$ cat config.mk
export PLATFORM = sky130hd
export DESIGN_NAME = bla_serial_sub_flat
export DESIGN_NICKNAME = d
export VERILOG_FILES = /design/src/rtl/bla_serial_sub_if.sv /design/src/rtl/bla_serial_sub.sv /design/src/flat_wrapper.sv
export SDC_FILE = /design/constraint.sdc
export NUM_CORES = 1
export LEC_CHECK = 0
export CAP_MARGIN = 20
export CORE_ASPECT_RATIO = 0.7
export CORE_MARGIN = 2
export CORE_UTILIZATION = 40
export DETAILED_ROUTE_END_ITERATION = 10
export PLACE_DENSITY_LB_ADDON = 0.15
export RECOVER_POWER = 25
export SLEW_MARGIN = 25
export SYNTH_ARGS = -nofsm -noshare
export SYNTH_HDL_FRONTEND = slang
export SYNTH_SLANG_ARGS = --single-unit
$ cat constraint.sdc
create_clock -name clk -period 4.2 [get_ports clk]
set_clock_uncertainty 0.1 [all_clocks]
set_input_delay 0.84 -clock clk [delete_from_list [all_inputs] [get_ports clk]]
set_output_delay 0.84 -clock clk [all_outputs]
set_load 0.05 [all_outputs]
$ cat src/rtl/bla_serial_sub_if.sv
// bla_serial_sub_if: operand/result handshake bundle for bla_serial_sub
//   master drives a_in, b_in, bin, in_valid, out_ready
//   slave drives in_ready, d_out, bout, ovf, zero, out_valid
interface bla_serial_sub_if #(parameter int NIBBLES = 4);
    localparam int W = 4 * NIBBLES;
    logic [W-1:0] a_in;
    logic [W-1:0] b_in;
    logic         bin;
    logic         in_valid;
    logic         in_ready;
    logic [W-1:0] d_out;
    logic         bout;
    logic         ovf;
    logic         zero;
    logic         out_valid;
    logic         out_ready;
    modport master (output a_in, b_in, bin, in_valid, out_ready,
                    input  in_ready, d_out, bout, ovf, zero, out_valid);
    modport slave  (input  a_in, b_in, bin, in_valid, out_ready,
                    output in_ready, d_out, bout, ovf, zero, out_valid);
endinterface

$ cat src/rtl/bla_serial_sub.sv
// bla_serial_sub: nibble-serial subtractor a - b - bin, one 4-bit borrow-lookahead slice per cycle
//   clk   : rising-edge clock
//   reset : asynchronous active-low reset
//   bus   : slave side of bla_serial_sub_if (operand in / result out handshakes)
module bla_serial_sub #(parameter int NIBBLES = 4) (
    input logic         clk,
    input logic         reset,
    bla_serial_sub_if.slave bus
);
    localparam int W  = 4 * NIBBLES;
    localparam int KW = NIBBLES > 1 ? $clog2(NIBBLES) : 1;
    typedef enum logic [1:0] {IDLE, CALC, DONE} state_t;
    state_t        state;
    logic [W-1:0]  a_r, b_r, res_r;
    logic          brw;
    logic [KW-1:0] k;
    logic [3:0]    an, bn, g, p, d_n;
    logic [4:0]    c;
    assign an = a_r[{k, 2'b00} +: 4];
    assign bn = b_r[{k, 2'b00} +: 4];
    assign g  = ~an & bn;
    assign p  = ~(an ^ bn);
    // flat sum-of-products borrows so the slice has no ripple chain
    always_comb begin
        c    = '0;
        c[0] = brw;
        c[1] = g[0] | (p[0] & brw);
        c[2] = g[1] | (p[1] & g[0]) | (p[1] & p[0] & brw);
        c[3] = g[2] | (p[2] & g[1]) | (p[2] & p[1] & g[0]) | (p[2] & p[1] & p[0] & brw);
        c[4] = g[3] | (p[3] & g[2]) | (p[3] & p[2] & g[1]) | (p[3] & p[2] & p[1] & g[0])
             | (p[3] & p[2] & p[1] & p[0] & brw);
    end
    assign d_n = an ^ bn ^ c[3:0];
    always_ff @(posedge clk or negedge reset) begin
        if (!reset) begin
            state <= IDLE;
            a_r   <= '0;
            b_r   <= '0;
            res_r <= '0;
            brw   <= 1'b0;
            k     <= '0;
        end else begin
            case (state)
                IDLE: if (bus.in_valid) begin
                    a_r   <= bus.a_in;
                    b_r   <= bus.b_in;
                    brw   <= bus.bin;
                    k     <= '0;
                    state <= CALC;
                end
                CALC: begin
                    res_r[{k, 2'b00} +: 4] <= d_n;
                    brw <= c[4];
                    // index parks on the last nibble; it is cleared on the next accept
                    if (k == KW'(NIBBLES - 1)) state <= DONE;
                    else k <= k + 1'b1;
                end
                DONE: if (bus.out_ready) state <= IDLE;
                default: state <= IDLE;
            endcase
        end
    end
    // outputs decode straight from registers, so they are glitch-free and forced low outside DONE
    assign bus.in_ready  = state == IDLE;
    assign bus.out_valid = state == DONE;
    assign bus.d_out     = state == DONE ? res_r : '0;
    assign bus.bout      = state == DONE && brw;
    assign bus.zero      = state == DONE && res_r == '0;
    assign bus.ovf       = state == DONE && a_r[W-1] != b_r[W-1] && res_r[W-1] != a_r[W-1];
endmodule

$ cat src/flat_wrapper.sv
// flat-port wrapper written by rule: the top's interface ports become plain ports
module bla_serial_sub_flat 
#(parameter int NIBBLES = 4)
  (clk, reset, bus_a_in, bus_b_in, bus_bin, bus_in_valid, bus_out_ready, bus_in_ready, bus_d_out, bus_bout, bus_ovf, bus_zero, bus_out_valid);
  bla_serial_sub_if #(.NIBBLES(NIBBLES)) bus_i ();
  input logic clk;
  input logic reset;
  input wire logic [$bits(bus_i.a_in)-1:0] bus_a_in;
  input wire logic [$bits(bus_i.b_in)-1:0] bus_b_in;
  input wire logic [$bits(bus_i.bin)-1:0] bus_bin;
  input wire logic [$bits(bus_i.in_valid)-1:0] bus_in_valid;
  input wire logic [$bits(bus_i.out_ready)-1:0] bus_out_ready;
  output wire logic [$bits(bus_i.in_ready)-1:0] bus_in_ready;
  output wire logic [$bits(bus_i.d_out)-1:0] bus_d_out;
  output wire logic [$bits(bus_i.bout)-1:0] bus_bout;
  output wire logic [$bits(bus_i.ovf)-1:0] bus_ovf;
  output wire logic [$bits(bus_i.zero)-1:0] bus_zero;
  output wire logic [$bits(bus_i.out_valid)-1:0] bus_out_valid;
  assign bus_i.a_in = bus_a_in;
  assign bus_i.b_in = bus_b_in;
  assign bus_i.bin = bus_bin;
  assign bus_i.in_valid = bus_in_valid;
  assign bus_i.out_ready = bus_out_ready;
  assign bus_in_ready = bus_i.in_ready;
  assign bus_d_out = bus_i.d_out;
  assign bus_bout = bus_i.bout;
  assign bus_ovf = bus_i.ovf;
  assign bus_zero = bus_i.zero;
  assign bus_out_valid = bus_i.out_valid;
  bla_serial_sub #(.NIBBLES(NIBBLES)) u_core (.clk(clk), .reset(reset), .bus(bus_i));
endmodule
==> results of run 1 <==
## area by class of cell
class                   count  area share, %
repair buffers             58           16.5
clock inverters             2          0.290
flip-flops and latches     53           38.5
clock buffers               6           2.10
inverters                  13           1.42
multi-input cells         144           37.8
well taps                  94           3.41
## layout by cell type (no fill, tap or decap), types with 3 or more instances in the layout
cell and n:
a21oi_1 3, and2_1 16, clkbuf_1 3, clkbuf_8 5
clkdlybuf4s50_1 56, dfrtp_1 53, ha_1 10, inv_1 13
mux2_2 4, mux2_4 29, mux4_2 8, nand2_1 22
nand3_1 3, nor2_1 8, nor4_1 3, o21ai_0 18
## power by group through the flow
stage,Clock [mW],Sequential (mW),Combinational [mW]
after floorplan,0,0.861,1.21
after global placement,0,0.963,1.43
after detailed placement,0,0.961,1.46
after CTS,0.289,0.952,1.47
after global routing,0.309,0.989,1.64
final,0.277,0.953,1.46
## state kept, by name, summed over array words and instances (netlist names)
signal	flops
u_core.k	2
u_core.a_r	16
u_core.res_r	16
u_core.state	2
u_core.brw	1
u_core.b_r	16
## per-stage QoR
step | total power [mW] | setup slack, ps | utilization, % | instance area (um2) | instances
3_5_place_dp | 2.42 | 1270 | 50.1 | 3370 | 362
5_1_grt | 2.94 | 735 | 51.3 | 3450 | 370
6_report | 2.69 | 970 | 51.3 | 3450 | 370
2_1_floorplan | 2.08 | 1340 | - | 2770 | 218
4_1_cts | 2.71 | 920 | 51.3 | 3450 | 370
3_3_place_gp | 2.39 | 1320 | 50.1 | 3370 | 362
## logic make-up after synthesis
logic type                 share of synthesized area (%)
AOI/OAI and AO/OA                                   5.78
xor gates and xnor gates                           0.948
adders and majority gates                           5.24
buffers and inverters                               5.06
DFF                                                 47.9
muxes                                               23.8
and+or+nand+nor                                     11.3
## per-layer routing
metal / share of wire (%) / up-vias / global-route usage [%] / wire length, um
li1: - / 868 / - / -
met5: 0 / - / 0 / 0
met1: 54 / 873 / 25.8 / 3000
met3: 5.9 / 2 / 4.00 / 332
met4: 0.52 / 0 / 3.51 / 29
met2: 40 / 47 / 23.1 / 2240
## worst paths after layout
kind | slack [ps] | startpoint | endpoint
setup / recovery | 970 | u_core.state[0]$_DFFE_PN0P_ | bus_d_out[4]
hold / removal | 400 | u_core.res_r[2]$_DFFE_PN0P_ | u_core.res_r[2]$_DFFE_PN0P_
setup reg to reg | 1370 | u_core.k[0]$_DFFE_PN0P_ | u_core.brw$_DFFE_PN0P_
hold reg to reg | 400 | u_core.res_r[2]$_DFFE_PN0P_ | u_core.res_r[2]$_DFFE_PN0P_
max in group asynchronous | 1300 | reset | u_core.res_r[12]$_DFFE_PN0P_
min in group asynchronous | 870 | reset | u_core.b_r[9]$_DFFE_PN0P_
## worst register-to-register path, cell delays in order (launching register included)
cell,delay [ps]
dfrtp_1,860
mux4_2,640
inv_1,80
ha_1,240
a41oi_1,210
o21ai_0,170
a211oi_1,360
a221oi_2,60
==> results.toml, run 1 <==
[sta]
max_slew.worst_pin.slew_ps = 1700
finalHoldViolCount = 0
setup_violations = 0
setup_tns_ps = 0
fmax_mhz = 310
drv_slew = 32
whs_ps = 403
rsz0062_at_grt = "no"
max_slew_margin_pct = -13.0
period_needed_ps = 3230
period_share_pct = 76.9

[layout]
num_antenna_cells = 0
nets = 323
areaGrowthSynthToFinish_pct = 24.4
fill_cells = 611
drive_gt1_share_pct = 18.5
register_area_mm2 = 0.00133
multi_input_area_mm2 = 0.00131

[synth]
syn_inst = 218
yosysTopAreaCellShare_pct = 47.9
async_reset_ff_share_pct = 100
syn-num-nets = 266
ys_warn_count = 0
ys_ff_latch = 53
synth.area.top_cells = "dfrtp_1, mux2_4, mux4_2"
ys_types = 35
avgSynthCellArea_um2 = 12.7
ys_top_cells_by_count = "dfrtp_1, mux2_4, nand2_1"
synth_top_cell_by_area = "dfrtp_1"
syn_area_mm2 = 0.00277
synth_most_common_cell = "dfrtp_1"
synth_ff_type = "dfrtp_1"
ys_seq_area_share_pct = 47.9
synth_edf_count = 0

[detailed_routing]
drc = 0
first_pass_iters = 4
wl_per_cell_um = 15.2
drt_iter0_drc = 58
via_per_inst = 4.84
wirelength_um = 5610
ant_nets = 0
via_count = 1790

[place]
gp_congestion = 0.791
port_buffers = 57
dpl.hpwl_um = 4150

[global_route]
grt_overflow_total = 0
grt_max_degree = 35
grt_pass1_vias = 1829
grt_pass1_wl_um = 9490
antenna_found_initial = 0
grtUsageTotal_pct = 16.5

[critical_path]
cp-start-kind = "register"
max_stage_delay_ps = 800
cp.depth = 4
path_cells = "nand2b_1, inv_1, and2_1, clkdlybuf4s50_1"
path_delay_family = "buffers and inverters"
arrival_ps = 2290
rr_worst_depth = 7
crit_fanout = 17
path_class = "register to output port"
worstPathRequired_ps = 3260
cp-end-kind = "output port"
slowest_stage = "clkdlybuf4s50_1"
crit_buf_inv = 2

[clocking]
htree_num_levels = 2
cts_tree = "built"
clk_pin_slew_ps = 90
cts_made_buffers = 5
cts_buffer_depth = 2
clock_latency_ps = 300
post_cts_resized = 0
clkSinkCount = 53
cts_setup_buffers = 0
root_buffer = "clkbuf_8"
cts_hold_buf = 0

[floorplanning]
die-area_mm2 = 0.00762
initial_core_util_pct = 41.2
io-pin-count = 58
die_h_um = 73.6
coreArea_mm2 = 0.00673
die_width_um = 103
fp-row-count = 25

[hold_path]
hold_depth = 2
min-delay-path-class = "register to register"

[power]
pwr-share-seq_pct = 35.5
swShare_pct = 40.9
p_switching_mw = 1.10
powerDensity_mw_per_mm2 = 779
pwr-share-clk_pct = 10.3
peakVddDrop_uv = 445
p_leak_nw = 1.52
pwr-share-comb_pct = 54.2
p_int_mw = 1.59

[run_status]
status = "finished, violations left"
violations = "capacitance limit, slew limit"

[flow_run]
max_cap_viol_count = 1
Note: power is estimated with default switching activity, not from simulation.
==> run 2, diff against run 1 <==
==> constraint.sdc (replaced) <==
create_clock -name clk -period 3.1 [get_ports clk]
set_clock_uncertainty 0.1 [all_clocks]
set_input_delay 0.62 -clock clk [delete_from_list [all_inputs] [get_ports clk]]
set_output_delay 0.62 -clock clk [all_outputs]
set_load 0.05 [all_outputs]
==> run 2 against run 1 <==
  * The run now ends clean
  * Count of clock-buffer cells in the layout grew 1
  * Die area is the same
  * Combinational power grew 40%
  * Sequential power grew 32%
  * Core utilization grew 0.99 points
  * Cell count grew 1.6%
  * Global-route usage shrank 0.50 points
==> results.toml, run 2 (synthesized netlist as in run 1, its figures left out) <==
[floorplanning]
die-area_mm2 = 0.00762
die_width_um = 103
die_h_um = 73.6
initial_core_util_pct = 41.2
io-pin-count = 58
fp-row-count = 25
coreArea_mm2 = 0.00673

[sta]
max_slew.worst_pin.slew_ps = 1220
rsz0062_at_grt = "no"
max_slew_margin_pct = 18.7
finalHoldViolCount = 0
period_needed_ps = 2890
fmax_mhz = 346
setup_violations = 0
drv_slew = 0
setup_tns_ps = 0
period_share_pct = 93.1

[global_route]
grtUsageTotal_pct = 16.0
antenna_found_initial = 0
grt_overflow_total = 0
grt_pass1_wl_um = 9010
grt_pass1_vias = 1724
grt_max_degree = 24

[clocking]
cts_made_buffers = 5
clock_latency_ps = 310
htree_num_levels = 2
cts_buffer_depth = 2
clkSinkCount = 53
clk_pin_slew_ps = 100
root_buffer = "clkbuf_8"
cts_hold_buf = 0
cts_tree = "built"

[critical_path]
rr_worst_depth = 6
reg2reg_slack_ps = 490
cp-end-kind = "output port"
cp-start-kind = "register"
path_delay_family = "buffers and inverters"
crit_fanout = 17
arrival_ps = 2170
crit_buf_inv = 2
slowest_stage = "clkdlybuf4s50_1"
rr_startpoint = "u_core.k[0]$_DFFE_PN0P_"
rr_endpoint = "u_core.res_r[3]$_DFFE_PN0P_"
path_cells = "nand2b_1, inv_1, and2_1, clkdlybuf4s50_1"
worstPathRequired_ps = 2380
path_class = "register to output port"
max_stage_delay_ps = 800

[detailed_routing]
ant_nets = 0
first_pass_iters = 7
via_count = 1779
wl_per_cell_um = 14.7
via_per_inst = 4.73
drc = 0
drt_iter0_drc = 93
wirelength_um = 5530

[place]
dp.cells = 368
dpl.hpwl_um = 4210
port_buffers = 57
place_area_mm2 = 0.00342
gp_congestion = 0.790

[layout]
layout.cells.non_filler = 376
fin_area_mm2 = 0.00351
reg_top3 = "u_core.a_r x16, u_core.b_r x16, u_core.res_r x16"
areaGrowthSynthToFinish_pct = 26.8
multi_input_area_mm2 = 0.00131
num_antenna_cells = 0
finish.utilization_pct = 52.3
fill_cells = 610
nets = 329
register_area_mm2 = 0.00133
final_common_cell = "clkdlybuf4s50_1"
layout_common_cells = "clkdlybuf4s50_1, dfrtp_1, mux2_4"
drive_gt1_share_pct = 20.6

[run_status]
status = "finished clean"

[power]
peakVddDrop_uv = 678
powerDensity_mw_per_mm2 = 1060
p_leak_nw = 1.58

[hold_path]
hp-start = "u_core.res_r[13]$_DFFE_PN0P_"
min-delay-path-class = "register to register"
hold_end = "u_core.res_r[13]$_DFFE_PN0P_"
hold_depth = 2

[flow_run]
max_cap_viol_count = 0
## run 2: cell count changes in the layout (fill, tap and decap cells not counted), sizes merged
| cell | previous run | this run |
|---|---|---|
| clkdlybuf4s50 | 56 | 55 |
| clkinv | 2 | 1 |
| dlymetal6s2s | 0 | 1 |
| buf | 0 | 6 |
| clkbuf | 8 | 9 |
## run 2: power by group
part           internal (mW)  switching, mW  leakage [nW]  total [mW]
clock network          0.202          0.225        0.0542       0.428
registers               1.01          0.249         0.657        1.26
logic                   1.01           1.03         0.866        2.04
## run 2: worst reg2reg max path: cells and delay by family, from the launching register on
kind | cells | cell delay (ps)
compound gates | 3 | 490
xor+xnor | 1 | 340
fa+ha+maj | 1 | 370
flops | 1 | 610
mux | 1 | 580
## run 2: through the flow
stage / setup slack, ps / hold WS [ps] / total power [mW]
finish: 214 / 407 / 3.73
global route: 12.5 / 434 / 4.04
CTS: 96.5 / 192 / 3.77
detailed placement: 455 / 390 / 3.33
global placement: 466 / 383 / 3.30
floorplan: 457 / 224 / 2.81
## run 2: worst max-delay path by stage
| stage | startpoint | end | cells past startpoint | slack, ps |
|---|---|---|---|---|
| floorplan | u_core.res_r[13]$_DFFE_PN0P_ | bus_zero | 2 | 460 |
| global placement | u_core.res_r[10]$_DFFE_PN0P_ | bus_zero | 4 | 470 |
| detailed placement | u_core.res_r[10]$_DFFE_PN0P_ | bus_zero | 4 | 450 |
| CTS | u_core.res_r[9]$_DFFE_PN0P_ | bus_zero | 4 | 100 |
| global route | u_core.state[0]$_DFFE_PN0P_ | bus_d_out[0] | 4 | 10 |
| finish | u_core.state[0]$_DFFE_PN0P_ | bus_d_out[1] | 4 | 210 |
## run 2: final cells by class
type                       count  area share (%)
clock inverter                 1           0.142
inverter                      13            1.39
timing repair buffer          64            17.5
multi-input combinational    144            37.1
sequential                    53            37.7
tap                           94            3.35
clock buffer                   7            2.74
## run 2: timing repair
action                                  4_1_cts  5_1_grt
endpoints found under the setup margin        0        1
buffers inserted                              0        0
gates resized for setup                       0        1
## run 2: per-layer routing
metal | up-vias | wire, um | GRT usage [%]
met2 | 47 | 2090 | 21.4
met4 | 0 | 40 | 3.95
li1 | 880 | - | -
met3 | 4 | 306 | 4.19
met5 | - | 0 | 0
met1 | 848 | 3090 | 25.4
